$ cat src/rtl/clock_sequencer_pkg.sv
// Shared types and the speed-to-divider-limit mapping for the TD4 clock sequencer.
package clock_sequencer_pkg;

  typedef enum logic [1:0] {
    PAUSE   = 2'd0,
    RUN     = 2'd1,
    STOPPED = 2'd2
  } seq_state_t;

  typedef logic [1:0] speed_t;

  localparam speed_t SPEED_1HZ   = 2'd0;
  localparam speed_t SPEED_10HZ  = 2'd1;
  localparam speed_t SPEED_100HZ = 2'd2;
  localparam speed_t SPEED_FULL  = 2'd3;

  // Terminal count of the divider; the tick period is limit+1 cycles.
  function automatic int unsigned limit_of(input speed_t speed, input int unsigned clk_hz);
    case (speed)
      SPEED_1HZ:   return clk_hz - 1;
      SPEED_10HZ:  return clk_hz / 10 - 1;
      SPEED_100HZ: return clk_hz / 100 - 1;
      default:     return 0;
    endcase
  endfunction

endpackage

$ cat src/rtl/clock_sequencer_button_debouncer.sv
// Two-flop synchronizer, stable-count debounce and registered rising-edge pulse
// for a raw mechanical push button.
module button_debouncer #(
  parameter int unsigned DEBOUNCE_CYCLES = 1_000_000
) (
  input  logic clock_in,
  input  logic reset,
  input  logic raw_in,
  output logic level_out,
  output logic rise_pulse
);

  localparam int unsigned CW = $clog2(DEBOUNCE_CYCLES + 1);

  logic          sync_p0;
  logic          sync_p1;
  logic          level_d;
  logic [CW-1:0] stable_cnt;

  always_ff @(posedge clock_in or posedge reset) begin
    if (reset) begin
      sync_p0    <= 1'b0;
      sync_p1    <= 1'b0;
      level_out  <= 1'b0;
      level_d    <= 1'b0;
      rise_pulse <= 1'b0;
      stable_cnt <= '0;
    end else begin
      sync_p0 <= raw_in;
      sync_p1 <= sync_p0;
      // Output follows only after DEBOUNCE_CYCLES consecutive disagreeing samples.
      if (sync_p1 != level_out) begin
        if (stable_cnt == CW'(DEBOUNCE_CYCLES - 1)) begin
          level_out  <= sync_p1;
          stable_cnt <= '0;
        end else begin
          stable_cnt <= stable_cnt + 1'b1;
        end
      end else begin
        stable_cnt <= '0;
      end
      level_d    <= level_out;
      rise_pulse <= level_out & ~level_d;
    end
  end

endmodule

$ cat src/rtl/clock_sequencer.sv
// Generates the TD4 cpu_tick clock-enable: free-run at a selectable rate,
// single-step from a debounced button, or stop on a core halt request.
module clock_sequencer
  import clock_sequencer_pkg::*;
#(
  parameter int unsigned CLK_HZ          = 100_000_000,
  parameter int unsigned DEBOUNCE_CYCLES = 1_000_000,
  parameter int unsigned CNT_W           = 32
) (
  input  logic       clock_in,
  input  logic       reset,
  input  logic       run_sw,
  input  logic       step_btn,
  input  logic [1:0] speed_sel,
  input  logic       halt_req,
  output logic       cpu_tick,
  output logic       tick_led,
  output logic [1:0] seq_state
);

  seq_state_t       state;
  seq_state_t       state_next;
  logic             run_p0;
  logic             run_p1;
  speed_t           speed_p0;
  speed_t           speed_p1;
  logic             step_pulse;
  logic             step_level_unused;
  logic [CNT_W-1:0] cnt;
  logic [CNT_W-1:0] cnt_next;
  logic [CNT_W-1:0] limit;
  logic             tick_next;

  button_debouncer #(
    .DEBOUNCE_CYCLES(DEBOUNCE_CYCLES)
  ) u_step_debouncer (
    .clock_in  (clock_in),
    .reset     (reset),
    .raw_in    (step_btn),
    .level_out (step_level_unused),
    .rise_pulse(step_pulse)
  );

  assign limit     = CNT_W'(limit_of(speed_p1, CLK_HZ));
  assign seq_state = state;

  // Stage p0/p1: switch synchronizers
  always_ff @(posedge clock_in or posedge reset) begin
    if (reset) begin
      run_p0   <= 1'b0;
      run_p1   <= 1'b0;
      speed_p0 <= '0;
      speed_p1 <= '0;
    end else begin
      run_p0   <= run_sw;
      run_p1   <= run_p0;
      speed_p0 <= speed_sel;
      speed_p1 <= speed_p0;
    end
  end

  always_ff @(posedge clock_in or posedge reset) begin
    if (reset) state <= PAUSE;
    else       state <= state_next;
  end

  always_comb begin
    state_next = state;
    case (state)
      PAUSE:   if (run_p1 && !halt_req) state_next = RUN;
      RUN: begin
        if (halt_req)     state_next = STOPPED;
        else if (!run_p1) state_next = PAUSE;
      end
      STOPPED: if (!run_p1) state_next = PAUSE;
      default: state_next = PAUSE;
    endcase
  end

  // Counter only advances while staying in RUN; every exit leaves it at zero.
  always_comb begin
    tick_next = 1'b0;
    cnt_next  = '0;
    case (state)
      PAUSE: tick_next = step_pulse & ~halt_req;
      RUN: begin
        if (!halt_req && run_p1) begin
          if (cnt >= limit) tick_next = 1'b1;
          else              cnt_next  = cnt + 1'b1;
        end
      end
      default: ;
    endcase
  end

  // Stage p2: registered tick, LED and divider count
  always_ff @(posedge clock_in or posedge reset) begin
    if (reset) begin
      cnt      <= '0;
      cpu_tick <= 1'b0;
      tick_led <= 1'b0;
    end else begin
      cnt      <= cnt_next;
      cpu_tick <= tick_next;
      tick_led <= tick_led ^ tick_next;
    end
  end

endmodule

$ cat config.mk
export PLATFORM = sky130hd
export DESIGN_NAME = clock_sequencer
export DESIGN_NICKNAME = d
export VERILOG_FILES = /design/src/rtl/clock_sequencer_pkg.sv /design/src/rtl/clock_sequencer_button_debouncer.sv /design/src/rtl/clock_sequencer.sv
export SDC_FILE = /design/constraint.sdc
export NUM_CORES = 1
export LEC_CHECK = 0
export BUFFER_PORTS_ARGS = -buffer_cell sky130_fd_sc_hd__buf_2
export CAP_MARGIN = 0
export CORE_UTILIZATION = 25
export CTS_BUF_LIST = sky130_fd_sc_hd__clkbuf_16
export CTS_CLUSTER_DIAMETER = 100
export DETAILED_ROUTE_END_ITERATION = 10
export SLEW_MARGIN = 20
export SYNTH_ARGS = -nofsm -noshare
export SYNTH_HDL_FRONTEND = slang
export SYNTH_SLANG_ARGS = --single-unit
$ cat constraint.sdc
create_clock -name clock_in -period 3.3 [get_ports clock_in]
set_input_delay 0.66 -clock clock_in [delete_from_list [all_inputs] [get_ports clock_in]]
set_output_delay 0.66 -clock clock_in [all_outputs]
set_load 0.01 [all_outputs]
* Word level (Yosys, flattened, before mapping)
Index checks and enable logic that the tools add are counted.
Storage, ports and cells: bits of input ports 7, logic and storage cells 47, register bits after elaboration 67, output and inout port bits 4
Cells by class: $add $sub $neg 2, magnitude comparators 1, bitwise gates (word level) 5, equality and inequality tests 7, mux-type cells 13, reduce and logical (&&, ||, !) cells 5
Operator list (number):
- $mux W32 | 3
- $pmux W27 S3 | 1
- $mux W20 | 2
- $add A32 B1 Y32 const B | 1
- $ge A32 B32 Y1 | 1
- $add A20 B1 Y20 const B | 1
- $eq A20 B20 Y1 const B | 1
- $mux W2 | 3
- $pmux W2 S3 | 1
- $eq A2 B1 Y1 const B | 2
- $eq A2 B2 Y1 const B | 2
- $logic_not A2 Y1 | 2
- $and A1 B1 Y1 | 2
- $mux W1 | 2
- $ne A2 B2 Y1 const B | 1
- $not A1 Y1 | 2
- $pmux W1 S2 | 1
- $reduce_and A2 Y1 | 1
- $logic_and A1 B1 Y1 | 1
- $logic_not A1 Y1 | 1
- $ne A1 B1 Y1 | 1
- $xor A1 B1 Y1 | 1

* Longest topological paths before layout
Gate-level depths: netlist of run 1.
depth in word-level cells 7, gate-level depth with buffers 12, mapped depth without buffers 10

* Hierarchy
A second synthesis of run 1 with hierarchy kept.
Second synthesis, totals: cell total of the unflattened synthesis 354, area total of the unflattened synthesis 3564.7 µm²
Modules (own cells, without submodules):
- clock_sequencer | instances 1, sequential area each 1051.0 µm², area an instance 2396.0 µm², cells each 240
- button_debouncer | instances 1, sequential area each 625.6 µm², area an instance 1168.6 µm², cells each 114

* Least setup slack after synthesis of run 1
Ideal clock, no wire load.
path kind register to register, start point reg speed_p1[0], end point reg cnt[22], arrival time 2624 ps, setup slack 604 ps, library setup time 72 ps, cell stages (with the launch flop) 13, buffers on the path 2, data required time 3228 ps, period minus slack after synthesis 2696 ps, cells stage by stage dfrtp_1 -> inv_1 -> ha_1 -> o21bai_1 -> ha_1 -> nand3_1 -> o21ai_0 -> a2111oi_2 -> o22ai_1 -> or3_1 -> buf_6 -> buf_6 -> nor2_1
On the way: word-level cells in the longest chain between the ends 6, elaborated cells on any way between the ends 8, classes of those cells order compare: 1; eq/ne: 2; mux: 4; reduce/logical: 1
Ends and longest elaborated chain:
- from (decl) | line clock_sequencer.sv:26 | speed_t speed_p1;
- from (signal assigned) | line clock_sequencer.sv:58 | speed_p1 <= speed_p0;
- $eq A2 B2 Y1 (tied with other cells) | line clock_sequencer_pkg.sv:19 | case (speed)
- $pmux W27 S3 * | line clock_sequencer_pkg.sv:19
- $ge A32 B32 Y1 * | line clock_sequencer.sv:88 | if (cnt >= limit) tick_next = 1'b1;
- $mux W32 * | line clock_sequencer.sv:88
- $mux W32 * | line clock_sequencer.sv:87 | if (!halt_req && run_p1) begin
- $mux W32 * | line clock_sequencer.sv:84 | case (state)
- named net cnt_next[22] | line clock_sequencer.sv:30 | logic [CNT_W-1:0] cnt_next;
- to (signal assigned) | line clock_sequencer.sv:103 | cnt <= cnt_next;
- to (decl) | line clock_sequencer.sv:29 | logic [CNT_W-1:0] cnt;
Mark *: on every way through the listed nets, which the timed path passes. The rest lies on a longest branch. A chain may end at the register's enable or synchronous reset.

* Final worst setup path of run 1
start point reg speed_p1[0], end point reg cnt[17]
The elaborated chain is that of the path after synthesis.

==> results of run 1 <==
## worst paths after layout
check                         endpoint  slack, ns  depth (start not counted)
max                            cnt[17]       0.31                         11
min                        speed_p1[0]       0.35                          0
max reg2reg                    cnt[17]       0.31                         11
min reg2reg                speed_p1[0]       0.35                          0
max in group asynchronous     cpu_tick       2.20                          3
min in group asynchronous      cnt[15]       0.39                          2
## area by class of cell
class / count / area (um2)
fillers: 1379 / 9380
multi-input cells: 267 / 1720
flip-flops and latches: 67 / 1680
clock buffers: 9 / 225
well taps: 176 / 220
repair buffers: 13 / 85.1
clock inverters: 7 / 52.6
inverters: 10 / 37.5
## worst register-to-register path: cells and delay by family (launching register included)
| kind | cells | cell delay (ns) |
|---|---|---|
| buffers and inverters | 2 | 0.31 |
| AO/OA/AOI/OAI | 4 | 0.86 |
| AND/OR/NAND/NOR | 3 | 0.72 |
| adder cells (fa/ha/maj) | 2 | 0.54 |
| flip-flops | 1 | 0.49 |
## per-layer routing
metal	GRT usage, %	part of all wire (%)
met3	3.28	3.0
met2	18.3	51
met4	3.13	0.72
met5	0	0
met1	12.0	45
## state kept, by name, indices dropped and copies added (netlist names)
| signal | cells |
|---|---|
| tick_led | 1 |
| u_step_debouncer.level_d | 1 |
| speed_p1 | 2 |
| cpu_tick | 1 |
| cnt | 32 |
| seq_state | 2 |
| run_p0 | 1 |
| u_step_debouncer.rise_pulse | 1 |
| run_p1 | 1 |
| u_step_debouncer.level_out | 1 |
| u_step_debouncer.sync_p0 | 1 |
| u_step_debouncer.sync_p1 | 1 |
| speed_p0 | 2 |
| u_step_debouncer.stable_cnt | 20 |
## report_power, final
part	internal (W)	switching [W]
registers	0.000840	0.0000156
logic	0.0000339	0.0000594
clock network	0.000513	0.000368
total	0.00139	0.000443
## through the flow
stage / total power, W / area, um2
after floorplan: 0.000931 / 3490
after global routing: 0.00191 / 4020
after detailed placement: 0.000966 / 3740
after CTS: 0.00186 / 4020
final: 0.00183 / 4020
after global placement: 0.000961 / 3740
## kinds of logic (layout without fill, tap and decap cells)
logic type | after synthesis | count (layout) | synth area share [%]
xor gates and xnor gates | 44 | 44 | 11.1
AOI/OAI and AO/OA | 28 | 28 | 5.22
muxes | 3 | 3 | 0.900
buffers and inverters | 16 | 39 | 2.48
other | 1 | 4 | 0.108
adders and majority gates | 27 | 27 | 9.72
DFF | 67 | 67 | 48.2
and+or+nand+nor | 161 | 161 | 22.2
## layout by cell type (no fill, tap or decap), types with 2 or more instances in the layout
cell type and n:
clkbuf_16 9, o22ai_1 2, dfrtp_1 67, nand2_1 28
a21oi_1 9, nor4_1 6, o21ai_0 6, or3b_2 2
xnor2_1 15, a211oi_1 2, and3_1 5, a21o_1 2
xor2_1 29, and4_1 3, conb_1 4, inv_6 2
clkinv_4 3, inv_1 9, buf_2 10, nand3_1 19
ha_1 27, nand3b_1 3, and2_1 5, buf_4 2
nand4_1 12, nor3_1 4, mux2i_1 2, nor2_1 66
==> results.md, run 1 <==
- Top-Level Pins: 11
- DRC: 0
- CP endpoint kind: register
- Largest net degree at the start of global routing: 29
- Nets: roughly 400
- Hold Startpoint: speed_p0[0]
- Global-route usage over all layers: 10.4%
- Mapped Cells: around 350
- Max cap viols: 0
- Reg2Reg Launch Point: speed_p1[0]
- Worst-skew pair later-pin latency: 0.33 ns
- CTS resizes: 0
- # Post-CTS Setup Buffers: 0
- Fmax: 0.334 GHz
- I/O Buffers: 10
- Crit path max fanout: 28
- Slew Limit Fails: 0
- Number of global-route vias before repair: 2557
- # rows: 42
- CP max stage cell: dfrtp_1
- Min-delay worst type: reg -> reg
- TritonCTS clock tree: done
- Maximum VDD drop: 0.000232 V
- Dpl ws: roughly 0.34 ns
- First-pass GRT wire length: 11900 um
- Top cells by area, synth: dfrtp_1 (48%), ha_1 (9.7%), xor2_1 (7.3%)
- Top FF cell, synth: dfrtp_1
- CP most frequent cell: ha_1
- Power Density: around 450 nW/um2
- Die height: 120 um
- CP startpoint: speed_p1[0]
- Area of the core: approximately 13000 um2
- Minimum clock period: between 2 and 3 ns
- Diodes inserted: 0
- Post-synth EDFFs: 0
- Ratio of final minimum period to clock period: between 90% and 100%
- Outcome: finished, final reports clean
- Worst Setup Start Kind: register
- Final Core Density: 30.0%
- Hold slack: ~0.35 ns
- Clk_skew: between 0.005 and 0.006 ns
- Worst path bufs/invs: 2
- Synth area leader: dfrtp_1
- Worst-Margin Slew: between 0.5 and 0.6 ns
- CTS sink count: between 60 and 70
- Worst setup path class: reg -> reg
- Setup_tns: 0 ns
- Layout area overhead: 15.7%
- Wirelength, routed: about 6600 um
- Synth top area share: approximately half
- Drt first pass iters: 4
- Final setup vio count: 0
- CP Cell Sequence: inv_1, ha_1, o21bai_1, ha_1, nand4_1, a21oi_1, a2111oi_2, o22ai_1, or3_1, buf_12, nor2_1
- Initial antenna violation count: 0
- Die W: between 100 and 150 um
- Hold violation count in the final report: 0
- Post-DRT Antenna Nets: 0
- Vias post-DR: between 2000 and 2500
- Worst EP required: about 3.6 ns
- Slowest cell delay on critical path: 0.49 ns
- Average wire per standard cell: between 10 and 15 um
- Yosys reg bits: 67
- H-tree lvl count: 3
- CTS buffer count: 9
- Mapped cell area: approximately 3500 um2
- CTS clk-pin slew, worst paths: approximately 0.060 ns
- Critical path's top delay family: compound AO/OA/AOI/OAI gates
- Synthesized area per cell: about 10 um2
- Slew headroom: between 60% and 70%
- DPL Wire Length: roughly 4800 um
- RSZ-0062 raised after global routing: false
- Fin worst setup slack: between 0.3 and 0.4 ns
- Initial Utilization: about a quarter
- Total gr overflow: 0
- Via/cell ratio: between 4 and 5
- Post-synthesis sequential area ratio: between 40% and 50%
- Drt initial violations: 120
- Distinct cell type count after synthesis: 41
- Leakage: ~1.7 nW
- Top-count cell post-synth: dfrtp_1
- Die area: 14400 um2
- Dpl cells: between 500 and 600
- Final std cells w/o fill: ~550
- Clock buffer depth: 2
- Root Driver: clkbuf_16
- Commonest cells in the netlist: dfrtp_1 (67), nor2_1 (66), xor2_1 (29), nand2_1 (28), ha_1 (27)
- Hold buffers post-CTS: 0
- Final GP Congestion: approximately 0.80
- Crit path arrival time: around 3.3 ns
- Yosys warning total: 0
- Layout cell share with drive strength beyond 1: under 10%
- Asr flop ratio synth: 100%
(Power assumes the default switching activity.)
==> run 2: changes to the inputs <==
--- a/config.mk
+++ b/config.mk
@@ -7,9 +7,8 @@
 export LEC_CHECK = 0
 export BUFFER_PORTS_ARGS = -buffer_cell sky130_fd_sc_hd__buf_2
 export CAP_MARGIN = 0
-export CORE_UTILIZATION = 25
+export CORE_UTILIZATION = 48
 export CTS_BUF_LIST = sky130_fd_sc_hd__clkbuf_16
-export CTS_CLUSTER_DIAMETER = 100
 export DETAILED_ROUTE_END_ITERATION = 10
 export SLEW_MARGIN = 20
 export SYNTH_ARGS = -nofsm -noshare
==> run 2 against run 1 <==
Effect of this change:
- die area shrank 47%
- routed wire length shrank 5.0%
- design area shrank 1.2%
- hold slack lost 0.18 ns
- final cell count shrank 14%
- via count shrank 0.24%
- fmax shrank 0.15%
- register-to-register slack is essentially flat
- global-route usage grew 8.4 points
- critical path type unchanged
- worst setup slack lost 0.0046 ns
- clock power grew 22%
- sequential share of layout area grew 0.53 points
==> results.md, run 2 (same netlist as run 1, synthesis figures left out) <==
- Hold violation count in the final report: 0 (unchanged)
- Average wire per standard cell: 13.4 um (+11%)
- CP endpoint kind: register
- R2r worst-path depth: 11 (unchanged)
- Area of the core: 6910 um2 (-48%)
- Slowest cell delay on critical path: 0.48 ns (about the same)
- Critical path's top delay family: compound AO/OA/AOI/OAI gates
- Largest Register: cnt
- Hold buffers post-CTS: 0 (unchanged)
- Crit path arrival time: 3.25 ns (about the same)
- Top Registers: cnt (32), u_step_debouncer.stable_cnt (20)
- Final GP Congestion: 0.887 (+11%)
- Ratio of final minimum period to clock period: 90.8% (+0.14 points)
- CTS resizes: 0 (unchanged)
- Worst Setup Start Kind: register
- Drt first pass iters: 5 (+1)
- Initial Utilization: 50.3% (+24 points)
- Largest net degree at the start of global routing: 40 (+38%)
- Die W: 87.1 um (-27%)
- Clk_skew: 0.00655 ns (+0.000843 ns)
- Global-route usage over all layers: 18.8% (+8.4 points)
- CP most frequent cell: ha_1
- R2R Setup Slk: 0.30 ns (about the same)
- Drt initial violations: 75 (-38%)
- Diodes inserted: 0 (unchanged)
- Via/cell ratio: 5.24 (+17%)
- H-tree lvl count: 3 (unchanged)
- First-pass GRT wire length: 10800 um (-9.1%)
- CTS clk-pin slew, worst paths: 0.06 ns (about the same)
- Slew headroom: 50.3% (-11 points)
- CP Cell Sequence: inv_1, ha_1, o21bai_1, ha_1, nand3_1, o21ai_0, a2111oi_2, o22ai_1, or3_1, buf_4, nor2_1
- Register share of total power: 42.4% (-4.4 points)
- Reg2Reg Launch Point: speed_p1[0]
- Switch share: 23.1% (-1.1 points)
- CTS buffer count: 9 (unchanged)
- Most common cell after layout, fill and taps aside: dfrtp_1
- Post-DRT Antenna Nets: 0 (unchanged)
- Die height: 87.1 um (-27%)
- Number of global-route vias before repair: 2338 (-8.6%)
- Vias post-DR: 2464 (-0.24%)
- Nets: 403 (+0.25%)
- # Post-CTS Setup Buffers: 0 (unchanged)
- CP max stage cell: dfrtp_1
- Initial antenna violation count: 0 (unchanged)
- DRC: 0 (unchanged)
- Design Power: 0.00202 W (+10%)
- Setup_tns: 0 ns (unchanged)
- Layout area overhead: 14.3%
- Largest register FFs: 32 (unchanged)
- Slew Limit Fails: 0 (unchanged)
- TritonCTS clock tree: done
- Outcome: finished, final reports clean
- FF-to-FF End: cnt[7]
- Total gr overflow: 0 (unchanged)
- Top-Level Pins: 11 (unchanged)
- CTS sink count: 67 (unchanged)
- Worst path bufs/invs: 2 (unchanged)
- Psw: 0.000465 W (+5.1%)
- Maximum VDD drop: 0.000332 V (+43%)
- Layout cell share with drive strength beyond 1: 9.63% (+0.51 points)
- Min-delay worst type: in -> async
- RSZ-0062 raised after global routing: false
- Die area: 7590 um2 (-47%)
- Leakage: 1.75 nW (+1.2%)
- Minimum clock period: 3.00 ns (+0.00460 ns)
- Power Density: 508 nW/um2 (+12%)
- Crit path max fanout: 15 (-46%)
- I/O Buffers: 10 (unchanged)
- Final setup vio count: 0 (unchanged)
- Max cap viols: 0 (unchanged)
- Worst EP required: 3.55 ns (about the same)
- Worst setup path class: reg -> reg
- Worst-Margin Slew: 0.738 ns (+0.165 ns)
- Clock share of power: 53.1% (+5.0 points)
- Wirelength, routed: 6310 um (-5.0%)
- Fmax: 0.334 GHz (-0.15%)
- P_int: 0.00155 W (+12%)
- DPL Wire Length: 4370 um (-8.5%)
- # rows: 30 (-29%)
- Combinational power share: 4.5% (-0.6 points)
- Clock buffer depth: 2 (unchanged)
- Root Driver: clkbuf_16
- Commonest cells after routing, fill and taps aside: dfrtp_1 (67), nor2_1 (66), xor2_1 (29), nand2_1 (28), ha_1 (27)
- Worst-skew pair later-pin latency: 0.33 ns (about the same)
run 2: worst register-to-register path: cells and delay by family, from the launching register on:
kind                     cells  cell delay [ns]
AO/OA/AOI/OAI                4             0.97
AND/OR/NAND/NOR              3             0.62
adder cells (fa/ha/maj)      2             0.53
flip-flops                   1             0.48
buffers and inverters        2             0.33
run 2: metal layers:
metal	track usage [%]	wire length, um	part of all wire (%)
met5	0	0	0
met4	9.84	165	2.6
met3	3.51	184	2.9
met2	27.2	2680	42
met1	27.0	3290	52
run 2: how the worst max path moves through the flow:
stage	startpoint	endpoint	slack, ns	depth (start not counted)
finish	speed_p1[0]	cnt[7]	0.30	11
floorplan	speed_p1[0]	cnt[22]	0.60	12
CTS	speed_p1[0]	cnt[7]	0.26	11
global route	speed_p1[0]	cnt[18]	0.03	11
detailed placement	speed_p1[0]	cnt[7]	0.31	11
global placement	speed_p1[0]	cnt[18]	0.45	11
run 2: stage by stage:
step                cell area, um2  instances  hold slack (ns)  setup WS (ns)  utilization [%]
floorplan                     3490        350            0.331          0.604                -
global placement              3640        454            0.331          0.449             52.7
detailed placement            3640        454            0.336          0.309             52.7
CTS                           3970        470            0.160          0.256             57.5
global route                  3970        470            0.173         0.0333             57.5
finish                        3970        470            0.170          0.302             57.5
run 2: power by group through the flow:
stage	clock network, W	registers [W]	logic (W)
floorplan	0	0.000871	0.0000603
global placement	0	0.000870	0.0000911
detailed placement	0	0.000871	0.0000917
CTS	0.00109	0.000855	0.0000926
global route	0.00113	0.000858	0.000106
finish	0.00107	0.000855	0.0000905
run 2: final cells by class:
cell class,instances,area [um2]
flip-flops and latches,67,1680
well taps,96,120
multi-input cells,267,1720
clock inverters,7,108
repair buffers,14,80.1
fillers,629,2940
clock buffers,9,225
inverters,10,37.5
==> run 3: changes to the inputs <==
--- a/config.mk
+++ b/config.mk
@@ -10,6 +10,7 @@
 export CORE_UTILIZATION = 48
 export CTS_BUF_LIST = sky130_fd_sc_hd__clkbuf_16
 export DETAILED_ROUTE_END_ITERATION = 10
+export RECOVER_POWER = 50
 export SLEW_MARGIN = 20
 export SYNTH_ARGS = -nofsm -noshare
 export SYNTH_HDL_FRONTEND = slang
==> run 3 against run 2 <==
Effect of this change:
- power barely moved
- first-iteration DRC count did not move
- the run now ends with max-capacitance violations, max-slew violations left
- non-clock buffer count did not move
- largest cell class unchanged
==> results.md, run 3 (same netlist as run 1, synthesis figures left out) <==
- Ratio of final minimum period to clock period: 90.8% (about the same)
- Post-DRT Antenna Nets: 0 (unchanged)
- Slew headroom: -39.3% (-90 points)
- # rows: 30 (unchanged)
- Final setup vio count: 0 (unchanged)
- H-tree lvl count: 3 (unchanged)
- Via/cell ratio: 5.24 (about the same)
- Register Area: 1680 um2 (unchanged)
- Vias post-DR: 2462 (-0.081%)
- I/O Buffers: 10 (unchanged)
- Worst Setup Start Kind: register
- Layout area overhead: 14.0%
- FF-to-FF End: cnt[7]
- Fmax: 0.334 GHz (about the same)
- Worst EP required: 3.55 ns (about the same)
- DRC: 0 (unchanged)
- Setup_tns: 0 ns (unchanged)
- Worst-Margin Slew: 2.09 ns (+1.35 ns)
- CTS buffer count: 9 (unchanged)
- Failing checks: max-capacitance violations, max-slew violations
- Die W: 87.1 um (unchanged)
- Die height: 87.1 um (unchanged)
- Worst setup path class: reg -> reg
- Initial Utilization: 50.3% (unchanged)
- Switch share: 23.1% (about the same)
- Max cap viols: 1 (+1)
- Worst-skew pair later-pin latency: 0.33 ns (about the same)
- # Post-CTS Setup Buffers: 0 (unchanged)
- Crit path max fanout: 15 (unchanged)
- Global-route usage over all layers: 18.8% (unchanged)
- Commonest cells after routing, fill and taps aside: dfrtp_1 (67), nor2_1 (66), xor2_1 (29), nand2_1 (28), ha_1 (27)
- Diodes inserted: 0 (unchanged)
- Area of the core: 6910 um2 (unchanged)
- Clock share of power: 53.1% (about the same)
- Most common cell after layout, fill and taps aside: dfrtp_1
- Nets: 403 (unchanged)
- Psw: 0.000465 W (about the same)
- Top Registers: cnt (32), u_step_debouncer.stable_cnt (20)
- Leakage: 1.75 nW (-0.40%)
- Clock buffer depth: 2 (unchanged)
- Worst path bufs/invs: 2 (unchanged)
- Maximum VDD drop: 0.000332 V (unchanged)
- Min-delay worst type: in -> async
- Power Density: 508 nW/um2 (+0.12%)
- CTS clk-pin slew, worst paths: 0.06 ns (about the same)
- Average wire per standard cell: 13.4 um (about the same)
- Slowest cell delay on critical path: 0.48 ns (about the same)
- R2r worst-path depth: 11 (unchanged)
- CP endpoint kind: register
- P_int: 0.00155 W (about the same)
- Clk_skew: 0.00655 ns (unchanged)
- Fillers: 631 (+0.32%)
- Die area: 7590 um2 (unchanged)
- Combinational power share: 4.4% (about the same)
- CP startpoint: speed_p1[0]
- Hold buffers post-CTS: 0 (unchanged)
- Total gr overflow: 0 (unchanged)
- Slew Limit Fails: 40 (+40)
- Largest register FFs: 32 (unchanged)
- CP max stage cell: dfrtp_1
- Final GP Congestion: 0.887 (unchanged)
- Initial antenna violation count: 0 (unchanged)
- Crit path arrival time: 3.25 ns (about the same)
- Hold violation count in the final report: 0 (unchanged)
- Register share of total power: 42.5% (about the same)
- Reg2Reg Launch Point: speed_p1[0]
- Outcome: finished with violations
- Design Power: 0.00201 W (about the same)
- Largest net degree at the start of global routing: 40 (unchanged)
- CTS resizes: 0 (unchanged)
- Minimum clock period: 3.00 ns (-0.000193 ns)
- Root Driver: clkbuf_16
- RSZ-0062 raised after global routing: false
- Multi-input logic area: 1720 um2 (unchanged)
- TritonCTS clock tree: done
- CTS sink count: 67 (unchanged)
- CP Cell Sequence: inv_1, ha_1, o21bai_1, ha_1, nand3_1, o21ai_0, a2111oi_2, o22ai_1, or3_1, buf_4, nor2_1
- Largest Register: cnt
- Top-Level Pins: 11 (unchanged)
- Number of global-route vias before repair: 2338 (unchanged)
- Critical path's top delay family: compound AO/OA/AOI/OAI gates
- Wirelength, routed: 6320 um (about the same)
- Drt initial violations: 75 (unchanged)
- Layout cell share with drive strength beyond 1: 8.82% (-0.80 points)
- CP most frequent cell: ha_1
- First-pass GRT wire length: 10800 um (unchanged)
- Drt first pass iters: 5 (unchanged)
- DPL Wire Length: 4370 um (unchanged)
- R2R Setup Slk: 0.30 ns (about the same)
==> run 3: changes by cell type in the layout (fill, tap and decap cells not counted) <==
cell,change
inv_2,-1
and2_1,-1
buf_4,-2
inv_1,+1
clkbuf_1,+2
and2_0,+1
==> run 3: final cells by class <==
type | count | area share, %
inverters | 10 | 0.947
multi-input cells | 267 | 43.5
flip-flops and latches | 67 | 42.3
well taps | 96 | 3.03
clock buffers | 9 | 5.68
clock inverters | 7 | 2.71
repair buffers | 14 | 1.83
==> run 3: per-layer routing <==
layer  wire (um)  vias up  global-route usage, %  share of wire [%]
li1            -     1236                      -                  -
met2        2670       44                   27.2                 42
met4         165        0                   9.84                2.6
met3         184       15                   3.51                2.9
met5           0        -                      0                  0
met1        3300     1167                   27.0                 52
==> run 3: worst register-to-register path: stages (launching register included) <==
cell and delay [ns]:
dfrtp_1 0.48, inv_1 0.13, ha_1 0.21, o21bai_1 0.30, ha_1 0.32, nand3_1 0.07
o21ai_0 0.10, a2111oi_2 0.39, o22ai_1 0.18, or3_1 0.41, buf_4 0.20, nor2_1 0.14
==> run 3: how the worst max path moves through the flow <==
stage | end | slack, ns | cells past startpoint
after CTS | cnt[7] | 0.26 | 11
after detailed placement | cnt[7] | 0.31 | 11
after global placement | cnt[18] | 0.45 | 11
after global routing | cnt[18] | 0.03 | 11
after floorplan | cnt[22] | 0.60 | 12
final | cnt[7] | 0.30 | 11
==> run 3: stage by stage <==
step           hold slack (ns)  cells  area [um2]  setup WS [ns]  utilization [%]
6_report                 0.182    470        3960          0.302             57.4
5_1_grt                  0.194    470        3960         0.0333             57.4
3_3_place_gp             0.331    454        3640          0.449             52.7
2_1_floorplan            0.331    350        3490          0.604                -
4_1_cts                  0.160    470        3970          0.256             57.5
3_5_place_dp             0.336    454        3640          0.309             52.7
==> run 3: power groups by stage <==
stage	Sequential, W	Clock (W)	Combinational [W]
global route	0.000858	0.00113	0.000104
floorplan	0.000871	0	0.0000603
detailed placement	0.000871	0	0.0000917
global placement	0.000870	0	0.0000911
finish	0.000855	0.00107	0.0000891
CTS	0.000855	0.00109	0.0000926
